<file path="src/rtl/mem_fill_arbiter.sv">
// mem_fill_arbiter
//   Arbitrates NUM_PORTS cache requesters onto one multi-cycle main memory.
//   A read miss becomes a whole-block fill of BLOCK_WORDS words. A store is
//   sent through as one word. Each fill word is returned with its index in
//   the block and with the owning port.
//
//   Optional feature macro: MEM_FILL_ARB_RR_EN
//     defined   : round-robin arbitration. A pointer holds the last owner + 1
//                 and the first set req at or after the pointer wins.
//     undefined : fixed priority, port 0 highest.
//
//   Ports
//     clk, rst          clock (rising edge), asynchronous active-low reset
//     req/req_wr        per-port request level and write flag
//     req_addr/wdata    per-port address / write data, port p at [p*W +: W]
//     grant             one-hot owner while busy
//     done              one-cycle pulse to the owner at the end of service
//     rvalid/rdata/rword  fill word strobe (per port), data and block index
//     busy              arbiter not idle
//     mem_*             main memory request, read data and read-data valid
//
//   state   | meaning
//   --------+----------------------------------------------------------
//   S_IDLE  | no owner; arbitrate and latch the winning request
//   S_FILL  | issue BLOCK_WORDS reads and collect the returned words
//   S_WRITE | single write cycle to memory
//   S_DONE  | done pulse to owner; release grant
module mem_fill_arbiter #(
    parameter int NUM_PORTS   = 2,
    parameter int ADDR_W      = 16,
    parameter int DATA_W      = 16,
    parameter int BLOCK_WORDS = 8,
    parameter int ADDR_STRIDE = 2
) (
    input  logic                            clk,
    input  logic                            rst,
    input  logic [NUM_PORTS-1:0]            req,
    input  logic [NUM_PORTS-1:0]            req_wr,
    input  logic [NUM_PORTS*ADDR_W-1:0]     req_addr,
    input  logic [NUM_PORTS*DATA_W-1:0]     req_wdata,
    output logic [NUM_PORTS-1:0]            grant,
    output logic [NUM_PORTS-1:0]            done,
    output logic [NUM_PORTS-1:0]            rvalid,
    output logic [DATA_W-1:0]               rdata,
    output logic [$clog2(BLOCK_WORDS)-1:0]  rword,
    output logic                            busy,
    output logic                            mem_enable,
    output logic                            mem_wr,
    output logic [ADDR_W-1:0]               mem_addr,
    output logic [DATA_W-1:0]               mem_wdata,
    input  logic [DATA_W-1:0]               mem_rdata,
    input  logic                            mem_data_valid
);

    localparam int OW  = $clog2(NUM_PORTS);
    localparam int OW1 = OW + 1;
    localparam int WW  = $clog2(BLOCK_WORDS);
    localparam logic [ADDR_W-1:0] ALIGN_MASK = ADDR_W'(BLOCK_WORDS * ADDR_STRIDE - 1);
    localparam logic [ADDR_W-1:0] STRIDE     = ADDR_W'(ADDR_STRIDE);
    localparam logic [WW-1:0]     LAST_WORD  = WW'(BLOCK_WORDS - 1);

    typedef enum logic [1:0] {S_IDLE, S_FILL, S_WRITE, S_DONE} state_t;

    state_t          state;
    logic [OW-1:0]   owner;
    logic [WW-1:0]   issue_cnt;
    logic [WW-1:0]   recv_cnt;

    logic [OW-1:0]   win_idx;
    logic            win_found;
    logic            sel_wr;
    logic [ADDR_W-1:0] sel_addr;
    logic [DATA_W-1:0] sel_wdata;
    logic            fill_valid;

`ifdef MEM_FILL_ARB_RR_EN
    logic [OW-1:0]        rr_ptr;
    logic [NUM_PORTS-1:0] req_rot;
    logic [OW1-1:0]       rot_idx;
    logic [OW1-1:0]       rot_sum;

    // Rotate the request vector so the pointer position sits at bit 0, pick
    // the lowest set bit, then map it back to a port number mod NUM_PORTS.
    always_comb begin
        req_rot   = NUM_PORTS'({req, req} >> rr_ptr);
        rot_idx   = '0;
        win_found = 1'b0;
        for (int i = NUM_PORTS - 1; i >= 0; i--) begin
            if (req_rot[i]) begin
                rot_idx   = OW1'(i);
                win_found = 1'b1;
            end
        end
        rot_sum = {1'b0, rr_ptr} + rot_idx;
        if (rot_sum >= OW1'(NUM_PORTS)) begin
            rot_sum = rot_sum - OW1'(NUM_PORTS);
        end
        win_idx = OW'(rot_sum);
    end

    always_ff @(posedge clk or negedge rst) begin
        if (!rst) begin
            rr_ptr <= '0;
        end else if (state == S_DONE) begin
            rr_ptr <= (owner == OW'(NUM_PORTS - 1)) ? '0 : owner + 1'b1;
        end
    end
`else
    always_comb begin
        win_idx   = '0;
        win_found = 1'b0;
        for (int i = NUM_PORTS - 1; i >= 0; i--) begin
            if (req[i]) begin
                win_idx   = OW'(i);
                win_found = 1'b1;
            end
        end
    end
`endif

    always_comb begin
        sel_wr    = 1'b0;
        sel_addr  = '0;
        sel_wdata = '0;
        for (int i = 0; i < NUM_PORTS; i++) begin
            if (win_idx == OW'(i)) begin
                sel_wr    = req_wr[i];
                sel_addr  = req_addr[i*ADDR_W +: ADDR_W];
                sel_wdata = req_wdata[i*DATA_W +: DATA_W];
            end
        end
    end

    // Fill data is forwarded with zero latency; valids outside FILL are dropped.
    assign fill_valid = (state == S_FILL) && mem_data_valid;
    assign rvalid     = fill_valid ? grant     : '0;
    assign rdata      = fill_valid ? mem_rdata : '0;
    assign rword      = fill_valid ? recv_cnt  : '0;

    always_ff @(posedge clk or negedge rst) begin
        if (!rst) begin
            state      <= S_IDLE;
            owner      <= '0;
            issue_cnt  <= '0;
            recv_cnt   <= '0;
            grant      <= '0;
            done       <= '0;
            busy       <= 1'b0;
            mem_enable <= 1'b0;
            mem_wr     <= 1'b0;
            mem_addr   <= '0;
            mem_wdata  <= '0;
        end else begin
            case (state)
                S_IDLE: begin
                    done       <= '0;
                    mem_enable <= 1'b0;
                    mem_wr     <= 1'b0;
                    if (win_found) begin
                        owner      <= win_idx;
                        grant      <= NUM_PORTS'(1) << win_idx;
                        busy       <= 1'b1;
                        mem_enable <= 1'b1;
                        issue_cnt  <= '0;
                        recv_cnt   <= '0;
                        if (sel_wr) begin
                            state     <= S_WRITE;
                            mem_wr    <= 1'b1;
                            mem_addr  <= sel_addr;
                            mem_wdata <= sel_wdata;
                        end else begin
                            state    <= S_FILL;
                            mem_addr <= sel_addr & ~ALIGN_MASK;
                        end
                    end
                end
                S_FILL: begin
                    // Issue and receive run independently so any latency works.
                    if (mem_enable) begin
                        if (issue_cnt == LAST_WORD) begin
                            mem_enable <= 1'b0;
                        end else begin
                            issue_cnt <= issue_cnt + 1'b1;
                            mem_addr  <= mem_addr + STRIDE;
                        end
                    end
                    if (mem_data_valid) begin
                        if (recv_cnt == LAST_WORD) begin
                            state <= S_DONE;
                            done  <= NUM_PORTS'(1) << owner;
                        end else begin
                            recv_cnt <= recv_cnt + 1'b1;
                        end
                    end
                end
                S_WRITE: begin
                    mem_enable <= 1'b0;
                    mem_wr     <= 1'b0;
                    state      <= S_DONE;
                    done       <= NUM_PORTS'(1) << owner;
                end
                S_DONE: begin
                    done       <= '0;
                    grant      <= '0;
                    busy       <= 1'b0;
                    mem_enable <= 1'b0;
                    mem_wr     <= 1'b0;
                    state      <= S_IDLE;
                end
                default: begin
                    state <= S_IDLE;
                end
            endcase
        end
    end

endmodule

</file>
<file path="config.mk">
export PLATFORM = sky130hd
export DESIGN_NAME = mem_fill_arbiter
export DESIGN_NICKNAME = d
export VERILOG_FILES = /design/src/rtl/mem_fill_arbiter.sv
export SDC_FILE = /design/constraint.sdc
export NUM_CORES = 1
export LEC_CHECK = 0
export ABC_AREA = 1
export CORE_ASPECT_RATIO = 1.5
export CORE_MARGIN = 2
export CORE_UTILIZATION = 40
export CTS_CLUSTER_DIAMETER = 100
export DETAILED_ROUTE_END_ITERATION = 10
export PLACE_DENSITY = 0.89
export SETUP_SLACK_MARGIN = 0.15
export SYNTH_ARGS = -nofsm -noshare
export SYNTH_HDL_FRONTEND = slang
export SYNTH_SLANG_ARGS = --single-unit
</file>
<file path="constraint.sdc">
create_clock -name clk -period 3.95 [get_ports clk]
set_clock_uncertainty 0.05 [all_clocks]
set_input_delay 0.395 -clock clk [delete_from_list [all_inputs] [get_ports clk]]
set_output_delay 0.395 -clock clk [all_outputs]
set_load 0.02 [all_outputs]
</file>
==> reports/qor.txt <==
CTS Buffer Depth -> 2
Hold WC Path Type -> in2async
Initial Util -> 0.412
die area -> 8220 µm²
cts hold-fix bufs -> 0
Tightest Pin Transition -> 1.10 ns
Critical-path top delay cell -> clkdlybuf4s50_1
post-synth cell types -> 30
grt ovf -> 0
Syn Std Cell Area -> 3000 µm²
CTS H-tree depth -> 2
Total Negative Setup Slacks -> 0 ns
post-detail-place hpwl -> 6.78 mm
IO buf count -> 146
Tcrit/Tclk final -> 0.746
drt first-iter violations -> 139
status -> finished clean
Post-CTS Setup Bufs -> 0
GP Congestion -> 0.852
relative slew slack -> 0.270
Synth Register Bits -> 48
Clk Latency, worst-skew pair -> 0.30 ns
Net Sw Power -> 0.00139 W
storage element area -> 1200 µm²
post-synth top area share -> 0.400
Multi-input gate area -> 1470 µm²
commonest non-fill, non-tap cell in the layout -> clkdlybuf4s50_1
warnings from Yosys -> 0
Die Height -> 110 µm
Slew Limit Fails -> 0
die width -> 74.7 µm
CP endpoint kind -> primary output
first-pass GRT wire length -> 14.6 mm
area leader, netlist -> dfrtp_1
Leak Pwr -> 2.15 nW
cell-internal power -> 0.00180 W
endpoints failing setup -> 0
CTS resizes -> 0
clock slew at reported path FFs -> 0.09 ns
peak supply drop -> 0.000413 V
PD cells -> 689 nW/µm²
unrepaired setup endpoints after global routing -> false
data required time of the worst path -> 3.50 ns
WP buf/inv -> 2
Crit Path Max Fanout -> 22
Via-to-Cell Ratio -> 4.98
top post-synthesis cells by area -> dfrtp_1 40%, nand2_1 14%, nor2_1 10%
Area Growth Syn to Fin -> 54.3%
vias in the first global route -> 3,339
IO Count -> 147
Syn Nets -> 529
TritonCTS clock tree -> done
Min Hold Slack -> 0.229 ns
Worst setup SP type -> flip-flop
Final ANT Viol Nets -> 0
initial antenna violation count -> 0
ANT cells -> 0
total of max-cap violations -> 0
CTS buffer count -> 5
crit path cell chain -> inv_1, ha_1, nand2_1, nor2_1, clkdlybuf4s50_1
Sequential Power Share -> 0.285
Comb pwr share -> 0.565
average wire per cell in the routed design -> 13.5 µm
most frequent cells in the layout -> 145 x clkdlybuf4s50_1, 113 x nand2_1, 80 x nor2_1, 50 x inv_1, 48 x dfrtp_1
post-synthesis cell count -> 432
DR vias -> 3,333
DRC Markers -> 0
Nets -> 665
clock share of power -> 0.151
Site Rows -> 38
fmax -> 339 MHz
Top Family by Delay on Critical Path -> buffers and inverters
Fin. Hold Viols -> 0
core region area -> 7270 µm²
clk sinks -> 48
CP max stage delay -> 0.65 ns
CP Data Arrival Time -> 2.50 ns
syn avg cell area -> 6.95 µm²
min cycle time layout -> 2.95 ns
Worst Path Class, Setup -> reg2out
gr usage total -> 0.227
sequential-to-total area share from yosys stat -> 0.400
Post-Route WL -> 9.02 mm
root buf cell -> clkbuf_8
largest net degree at the start of global routing -> 49
sw frac -> 0.435
DR pass1 iterations -> 5
fillers -> 608
share of layout cells above drive strength 1 -> 0.0404
==> synthesized netlist by cell type <==
| cell | number |
|---|---|
| a21oi_2 | 1 |
| nor2_1 | 80 |
| buf_4 | 6 |
| nand4_1 | 2 |
| nor2_4 | 3 |
| nand3b_1 | 1 |
| dfrtp_1 | 48 |
| a21oi_1 | 17 |
| a31oi_1 | 16 |
| a22oi_1 | 2 |
| nor2_2 | 1 |
| a22o_1 | 1 |
| ha_1 | 10 |
| nor3_1 | 1 |
| inv_1 | 50 |
| buf_6 | 3 |
| nand2_2 | 1 |
| nor4_1 | 1 |
| buf_2 | 5 |
| clkbuf_1 | 4 |
| o22ai_1 | 5 |
| or2_0 | 1 |
| o221ai_1 | 1 |
| nand3_1 | 25 |
| o21ai_2 | 1 |
| nand2_1 | 113 |
| inv_2 | 5 |
| o21ai_0 | 26 |
| o31ai_1 | 1 |
| nand2_4 | 1 |
==> layout make-up <==
cell class              instances  share of cell area
repair buffers                147               0.316
clock inverters                 3              0.0195
inverters                      55              0.0446
flip-flops and latches         48               0.259
clock buffers                   5              0.0149
multi-input cells             311               0.318
well taps                     100              0.0270
==> state kept, by name, summed over array words and instances, names as in the netlist, 2 cells and up <==
register   flops
done           2
grant          2
issue_cnt      3
mem_addr      16
mem_wdata     16
recv_cnt       3
state          2
==> cell families (layout without fill, tap and decap cells) <==
logic type      after synthesis  in the layout  synth area share
fa+ha+maj                    10             10            0.0417
flops                        48             48             0.400
simple gates                230            230             0.315
compound gates               71             71             0.135
buf+inv                      73            210             0.108
==> final timing paths <==
check / startpoint / end / slack, ns / depth (start not counted)
setup / recovery: state[1] / rvalid[0] / 1.00 / 5
hold / removal: rst / mem_addr[1] / 0.23 / 1
setup reg to reg: state[1] / mem_addr[10] / 1.46 / 12
hold reg to reg: issue_cnt[1] / issue_cnt[1] / 0.46 / 2
max in group asynchronous: rst / busy / 2.93 / 1
min in group clk: issue_cnt[1] / issue_cnt[1] / 0.46 / 2
==> metrics by stage <==
stage	setup WS, ns	cell area (µm²)	power, W	cells	utilization
finish	1.00	4630	0.00319	669	0.636
global route	0.808	4630	0.00344	669	0.636
CTS	0.998	4630	0.00321	669	0.636
detailed placement	1.36	4470	0.00272	661	0.615
global placement	1.46	4470	0.00265	661	0.615
floorplan	2.16	3000	0.00200	432	-
==> layer usage <==
metal | vias to the layer above | global-route usage | routed length, µm
li1 | 1643 | - | -
met1 | 1567 | 0.253 | 3620
met2 | 113 | 0.421 | 4800
met3 | 10 | 0.0327 | 464
met4 | 0 | 0.0893 | 131
met5 | - | 0 | 0
==> power by group through the flow <==
stage | sequential (W) | combinational [W] | clock [W]
2_1_floorplan | 0.00111 | 0.000893 | 0
3_3_place_gp | 0.000899 | 0.00175 | 0
3_5_place_dp | 0.000913 | 0.00180 | 0
4_1_cts | 0.000903 | 0.00181 | 0.000496
5_1_grt | 0.000933 | 0.00200 | 0.000512
6_report | 0.000908 | 0.00180 | 0.000480
Power figures use the tool's default switching activity.
